<file path="src/rtl/fifo_word_packer.sv">
// Packs bytes read from a fixed-latency FIFO into little-endian LANES-byte words.
// A flush request emits the partial word once any in-flight byte has landed.
module fifo_word_packer #(
    parameter int WIDTH = 8,
    parameter int LANES = 4
) (
    input  logic                         rd_clk,
    input  logic                         rd_reset_n,
    input  logic [WIDTH-1:0]             fifo_out,
    input  logic                         fifo_empty,
    output logic                         fifo_rd_en,
    input  logic                         flush,
    output logic [WIDTH*LANES-1:0]       word_out,
    output logic [$clog2(LANES+1)-1:0]   word_bytes,
    output logic                         word_valid,
    input  logic                         word_ready
);

    localparam int CW = $clog2(LANES + 1);
    localparam logic [CW-1:0] LANES_C = LANES[CW-1:0];

    typedef enum logic [0:0] {
        FILL = 1'b0,
        HOLD = 1'b1
    } state_e;

    state_e                   state_q, state_d;
    logic [CW-1:0]            cnt_q, cnt_d;
    logic                     pend_q, pend_d;
    logic                     flush_q, flush_d;
    logic [WIDTH*LANES-1:0]   word_q, word_d;
    logic [CW-1:0]            bytes_q, bytes_d;
    logic                     valid_q, valid_d;

    logic                     fill_s;
    logic                     flush_take_s;
    logic                     flush_pend_s;
    logic                     room_s;

    // Read strobe: also held off by a flush arriving this cycle so no extra byte is fetched.
    always_comb begin
        fill_s       = (state_q == FILL);
        flush_take_s = fill_s && flush && ((cnt_q != {CW{1'b0}}) || pend_q);
        flush_pend_s = flush_q || flush_take_s;
        room_s       = (({1'b0, cnt_q} + {{CW{1'b0}}, pend_q}) < {1'b0, LANES_C});
        fifo_rd_en   = rd_reset_n && fill_s && !fifo_empty && room_s && !flush_pend_s;
    end

    // Next-state: capture the byte requested last cycle, then decide whether the word is done.
    always_comb begin
        state_d = state_q;
        cnt_d   = cnt_q;
        pend_d  = pend_q;
        flush_d = flush_q;
        word_d  = word_q;
        bytes_d = bytes_q;
        valid_d = valid_q;
        case (state_q)
            FILL: begin
                pend_d  = fifo_rd_en;
                flush_d = flush_pend_s;
                if (pend_q) begin
                    cnt_d = cnt_q + {{(CW-1){1'b0}}, 1'b1};
                    for (int k = 0; k < LANES; k++) begin
                        if (cnt_q == CW'(k)) begin
                            word_d[k*WIDTH +: WIDTH] = fifo_out;
                        end else begin
                            word_d[k*WIDTH +: WIDTH] = word_q[k*WIDTH +: WIDTH];
                        end
                    end
                end else begin
                    cnt_d = cnt_q;
                end
                if (cnt_d == LANES_C) begin
                    state_d = HOLD;
                    valid_d = 1'b1;
                    bytes_d = cnt_d;
                end else if (flush_pend_s && !pend_d) begin
                    state_d = HOLD;
                    valid_d = 1'b1;
                    bytes_d = cnt_d;
                end else begin
                    state_d = FILL;
                end
            end
            HOLD: begin
                if (valid_q && word_ready) begin
                    state_d = FILL;
                    cnt_d   = {CW{1'b0}};
                    pend_d  = 1'b0;
                    flush_d = 1'b0;
                    word_d  = {(WIDTH*LANES){1'b0}};
                    bytes_d = {CW{1'b0}};
                    valid_d = 1'b0;
                end else begin
                    state_d = HOLD;
                end
            end
            default: begin
                state_d = FILL;
                cnt_d   = {CW{1'b0}};
                pend_d  = 1'b0;
                flush_d = 1'b0;
                word_d  = {(WIDTH*LANES){1'b0}};
                bytes_d = {CW{1'b0}};
                valid_d = 1'b0;
            end
        endcase
    end

    // State and output registers.
    always_ff @(posedge rd_clk or negedge rd_reset_n) begin
        if (!rd_reset_n) begin
            state_q <= FILL;
            cnt_q   <= {CW{1'b0}};
            pend_q  <= 1'b0;
            flush_q <= 1'b0;
            word_q  <= {(WIDTH*LANES){1'b0}};
            bytes_q <= {CW{1'b0}};
            valid_q <= 1'b0;
        end else begin
            state_q <= state_d;
            cnt_q   <= cnt_d;
            pend_q  <= pend_d;
            flush_q <= flush_d;
            word_q  <= word_d;
            bytes_q <= bytes_d;
            valid_q <= valid_d;
        end
    end

    assign word_out   = word_q;
    assign word_bytes = bytes_q;
    assign word_valid = valid_q;

endmodule

</file>
<file path="config.mk">
export PLATFORM = sky130hd
export DESIGN_NAME = fifo_word_packer
export DESIGN_NICKNAME = d
export VERILOG_FILES = /design/src/rtl/fifo_word_packer.sv
export SDC_FILE = /design/constraint.sdc
export NUM_CORES = 1
export LEC_CHECK = 0
export CAP_MARGIN = 25
export CORE_ASPECT_RATIO = 1.1
export CORE_MARGIN = 10
export CORE_UTILIZATION = 45
export DETAILED_ROUTE_END_ITERATION = 7
export PLACE_DENSITY = 0.86
export SLEW_MARGIN = 40
export SYNTH_ARGS = -nofsm -noshare
export SYNTH_HDL_FRONTEND = slang
export SYNTH_SLANG_ARGS = --single-unit
</file>
<file path="constraint.sdc">
create_clock -name rd_clk -period 3.6 [get_ports rd_clk]
set_input_delay 0.72 -clock rd_clk [delete_from_list [all_inputs] [get_ports rd_clk]]
set_output_delay 0.72 -clock rd_clk [all_outputs]
set_load 0.03 [all_outputs]
</file>
Word level (Yosys, flattened, before mapping)
Index checks and enable logic that the tools add are counted.
- bits in registers: 42
- bits in latches: 0
- bits in writable memories: 0
- memory bits (read-only): 0
- input bits: 13
- output and inout port bits: 37
- logic and storage cells: 69
- memories: 0
- $add $sub $neg: 2
- multiply operators: 0
- div/mod/pow operators: 0
- order comparisons: 1
- equality and inequality tests: 11
- shift operators: 0
- multiplexer cells: 24
- bitwise operators: 1
- reductions and logical operators: 20
- operators by type and width (kind ; count):
    $mux W32 ; 2
    $pmux W32 S2 ; 1
    $mux W8 ; 4
    $mux W3 ; 5
    $pmux W3 S2 ; 2
    $reduce_and A3 Y1 ; 4
    $ne A2 B1 Y1 const B ; 5
    $logic_and A1 B1 Y1 ; 8
    $pmux W1 S2 ; 4
    $eq A3 B2 Y1 const B ; 2
    $mux W1 ; 6
    $add A3 B1 Y4 ; 1
    $lt A4 B3 Y1 const B ; 1
    $add A3 B1 Y3 const B ; 1
    $eq A3 B1 Y1 const B ; 1
    $eq A3 B3 Y1 const B ; 1
    $logic_not A1 Y1 ; 3
    $logic_not A3 Y1 ; 1
    $ne A3 B1 Y1 const B ; 1
    $reduce_bool A3 Y1 ; 1
    $logic_or A1 B1 Y1 ; 2
    $ne A2 B2 Y1 const B ; 1
    $reduce_and A2 Y1 ; 1
    $not A1 Y1 ; 1

Logic depth before layout (Yosys ltp)
- depth in word-level cells: 11
- gate-level depth with buffers: 6
- mapped depth without buffers: 6

Worst setup path after synthesis
OpenSTA, ideal clock, no wires.
- path type: reg2out
- start: reg cnt_q[1]
- end: out fifo_rd_en
- arrival: 1.768 ns
- required time: 2.880 ns
- slack: 1.112 ns
- stages on the path, launching flop included: 6
- path buffers: 0
- cells stage by stage: dfrtp_1 > inv_1 > ha_1 > or3b_4 > a21o_1 > a211oi_2
- cells in the longest elaborated chain, start to end: 6
- elaborated cells on any way between the ends: 9
- classes of those cells: 1 x add/sub; 1 x order compare; 7 x reduce/logical
- ends and longest elaborated chain (what ; line ; source):
    start, declared ; 28 ; logic [CW-1:0] cnt_q, cnt_d;
    start signal, assigned ; 115 ; cnt_q <= {CW{1'b0}};
    start signal, assigned ; 123 ; cnt_q <= cnt_d;
    parallel branches: the longest is 5 deep, another holds $add A3 B1 Y4 ; -- ;
    $logic_and A1 B1 Y1 (*) ; 46 ; fifo_rd_en = rd_reset_n && fill_s && !fifo_empty && room_s && !flush_pend_s;
    end, declared ; 11 ; output logic fifo_rd_en,
Every way passes the cells marked *.

Worst setup path after layout
Same ends and word-level chain as after synthesis.

==> run_results.csv <==
group,metric,value,unit
outcome,status,"finished, final reports clean",
floorplan,placeableCoreArea,3960,um2
synthesis,synth_enable_flop_cells,0,
timing,slew_headroom,57.6,%
synthesis,synthesis.area,1860,um2
global_route,grt_antenna_before_repair,0,
timing,maximum_clock_rate,355,MHz
synthesis,synth_cell_types,33,
setup_path,type_of_element_launching_the_critical_path,"register",
floorplan,rows,24,
cells_and_area,area_growth_syn_to_layout,35.3,%
timing,max_slew.worst_pin.slew,636,ps
clocking,clockBufferDepth,2,
setup_path,critPathMaxStageDelay,460,ps
detailed_routing,firstDrtPassIters,4,
power,power.static_leakage,1.08,nW
global_route,grt_start_max_net_pins,43,
clocking,cts.reportedPaths.clkPinSlew,80,ps
global_route,first_global_vias,1462,
detailed_routing,route.detailed.vias_per_inst,5.03,
global_route,grt_pass1_wl,6770,um
detailed_routing,drc,0,
power,pwr_density_cell,862,nW/um2
synthesis,synth_largest_area_cell,"dfrtp_1",
timing,final.setup.tns,0,ps
setup_path,worst_path_max_delay_cell,"dfrtp_1",
synthesis,ys.warnings.count,0,
setup_path,worstPathRequired,2880,ps
timing,final_worst_clock_skew,5.29,ps
timing,report.final.hold_viol_count,0,
cells_and_area,n_fill_cell,328,
timing,setup_viol,0,
clocking,clock-sinks,42,
place,placement.setup.worst_slack,881,ps
clocking,tritoncts.num_buffers,5,
timing,fin_worst_hold_slack,480,ps
place,numPlacedInstances,276,
hold_path,whs_path_depth,2,
synthesis,ys_top_cells_by_area,"dfrtp_1 (57%), o21ai_0 (7.0%), nand2_1 (6.3%), mux2i_1 (4.8%), ha_1 (4.0%)",
synthesis,synth_seq_cells,42,
synthesis,syn_nets,196,
setup_path,reg2reg_depth,6,
setup_path,worstPathCellList,"inv_1, ha_1, or3b_4, a21o_1, a211oi_2, buf_4",
floorplan,i_o_pin_total,50,
power,seq_power_share,35.9,%
floorplan,die_width,81.3,um
synthesis,post_synth_inst_count,177,
cells_and_area,diodes,0,
global_route,globalRouteOverflowTotal,0,
detailed_routing,finalWirelength,4200,um
timing,worst_slack,786,ps
setup_path,critical_path_peak_fanout,7,
clocking,cts_tree,"built",
power,comb_power_share,47.2,%
cells_and_area,regArea,1050,um2
synthesis,synth_flop_cell,"dfrtp_1",
global_route,grt_util_all_layers,12.2,%
power,internal_power,0.00128,W
detailed_routing,num_vias,1429,
cells_and_area,drive_gt1_share,9.05,%
detailed_routing,detail-route-antenna-nets,0,
power,p_sw,0.000884,W
synthesis,yosysTopAreaCellShare,56.5,%
floorplan,floorplan.initialDensity,46.9,%
detailed_routing,first_iter_violations,50,
cells_and_area,design.final.nets,250,
timing,min_cycle_time_layout,2810,ps
cells_and_area,final_cells,284,
place,gp_congestion,0.872,
synthesis,most_common_library_cells_after_synthesis,"dfrtp_1 (42), nand2_1 (31), o21ai_0 (26), inv_1 (13)",
clocking,cts_root_buf,"clkbuf_8",
clocking,post-cts-setup-buffer-count,0,
power,power.share.clock,16.8,%
floorplan,die_h,87.4,um
job,drv.max_cap_violation_count,0,
detailed_routing,wl_per_instance,14.8,um
synthesis,yosysMostFrequentCell,"dfrtp_1",
synthesis,synth-seq-area-share,56.5,%
synthesis,synth.avg_cell_area,10.5,um2
hold_path,min_path_type,"register to register",
power,fraction_of_power_spent_switching_nets,40.8,%
clocking,ctsResizeCount,0,
power,ir_drop,0.394,mV
place,port-buffer-count,49,
setup_path,criticalPathCategory,"register to primary output",
clocking,cts_hold_buf,0,
clocking,cts_htree_levels,2,
setup_path,data_arrival_time_of_the_critical_path,2090,ps
cells_and_area,multi_input_area,721,um2
place,place_hpwl,3200,um
floorplan,die_area,7110,um2
timing,timing.final.crit_share,78.2,%
setup_path,end_kind,"primary output",
timing,maxSlewViolCount,0,
timing,grt_setup_unrepaired,"no",
clocking,clock_latency,290,ps
synthesis,synth-async-reset-ratio,100,%
[power by group through the flow]
stage / Combinational (W) / Sequential [W] / Clock [W]
5_1_grt: 0.00110 / 0.000804 / 0.000396
6_report: 0.00102 / 0.000779 / 0.000365
4_1_cts: 0.00104 / 0.000781 / 0.000373
2_1_floorplan: 0.000339 / 0.00106 / 0
3_3_place_gp: 0.00102 / 0.000781 / 0
3_5_place_dp: 0.00104 / 0.000789 / 0
[critical path: cells and delay by family (launching register included)]
family                     cells  cell delay (ps)
DFF                            1              460
AOI/OAI and AO/OA              2              450
and+or+nand+nor                1              400
buffers and inverters          2              330
adders and majority gates      1              170
[layout make-up]
type / instances / area share, %
clock buffers: 6 / 2.88
clock inverters: 2 / 1.49
flip-flops and latches: 42 / 41.8
multi-input cells: 115 / 28.6
inverters: 13 / 1.94
repair buffers: 54 / 20.7
well taps: 52 / 2.59
[logic make-up (layout without fill, tap and decap cells)]
logic type,after synthesis,in the layout,share of synthesized area (%)
AOI/OAI and AO/OA,45,45,15.6
adders and majority gates,6,6,4.04
DFF,42,42,56.5
muxes,9,9,4.85
buffers and inverters,20,75,4.71
and+or+nand+nor,55,55,14.3
[flip-flops by register name (all words and copies together) (netlist names)]
name and flops:
word_valid 1, word_out 32, flush_q 1, word_bytes 3
pend_q 1, cnt_q 3, state_q 1
[placed cells by master (no fill, tap or decap), types with 2 or more instances in the layout]
| cell | Yosys | routed |
|---|---|---|
| a21oi_1 | 5 | 5 |
| buf_4 | 0 | 6 |
| ha_1 | 6 | 6 |
| inv_1 | 13 | 13 |
| nor2_1 | 3 | 3 |
| o21ai_0 | 26 | 26 |
| and3_1 | 2 | 2 |
| dfrtp_1 | 42 | 42 |
| nand3_1 | 5 | 5 |
| nand2b_1 | 9 | 9 |
| clkdlybuf4s50_1 | 0 | 47 |
| nand2_1 | 31 | 31 |
| mux2i_1 | 9 | 9 |
| clkbuf_8 | 0 | 5 |
[worst paths after layout]
kind | from | end | slack, ps
max in group asynchronous | rd_reset_n | word_out[28] | 2750
max reg2reg | cnt_q[1] | word_bytes[2] | 1700
min in group asynchronous | rd_reset_n | word_bytes[0] | 500
min reg2reg | word_out[7] | word_out[7] | 480
max | cnt_q[1] | fifo_rd_en | 790
min | word_out[7] | word_out[7] | 480
[through the flow]
| step | cell area (um2) | power [W] | utilization [%] |
|---|---|---|---|
| floorplan | 1860 | 0.00140 | - |
| CTS | 2520 | 0.00220 | 63.5 |
| global placement | 2410 | 0.00180 | 60.7 |
| detailed placement | 2410 | 0.00183 | 60.7 |
| finish | 2520 | 0.00217 | 63.5 |
| global route | 2520 | 0.00230 | 63.5 |
[routing by layer]
metal	wire length, um	vias to the layer above	track usage, %
met5	0	-	0
met1	1700	675	13.1
met3	358	8	4.55
met2	2070	37	21.1
met4	68	0	4.88
li1	-	709	-
Power figures use the tool's default switching activity.
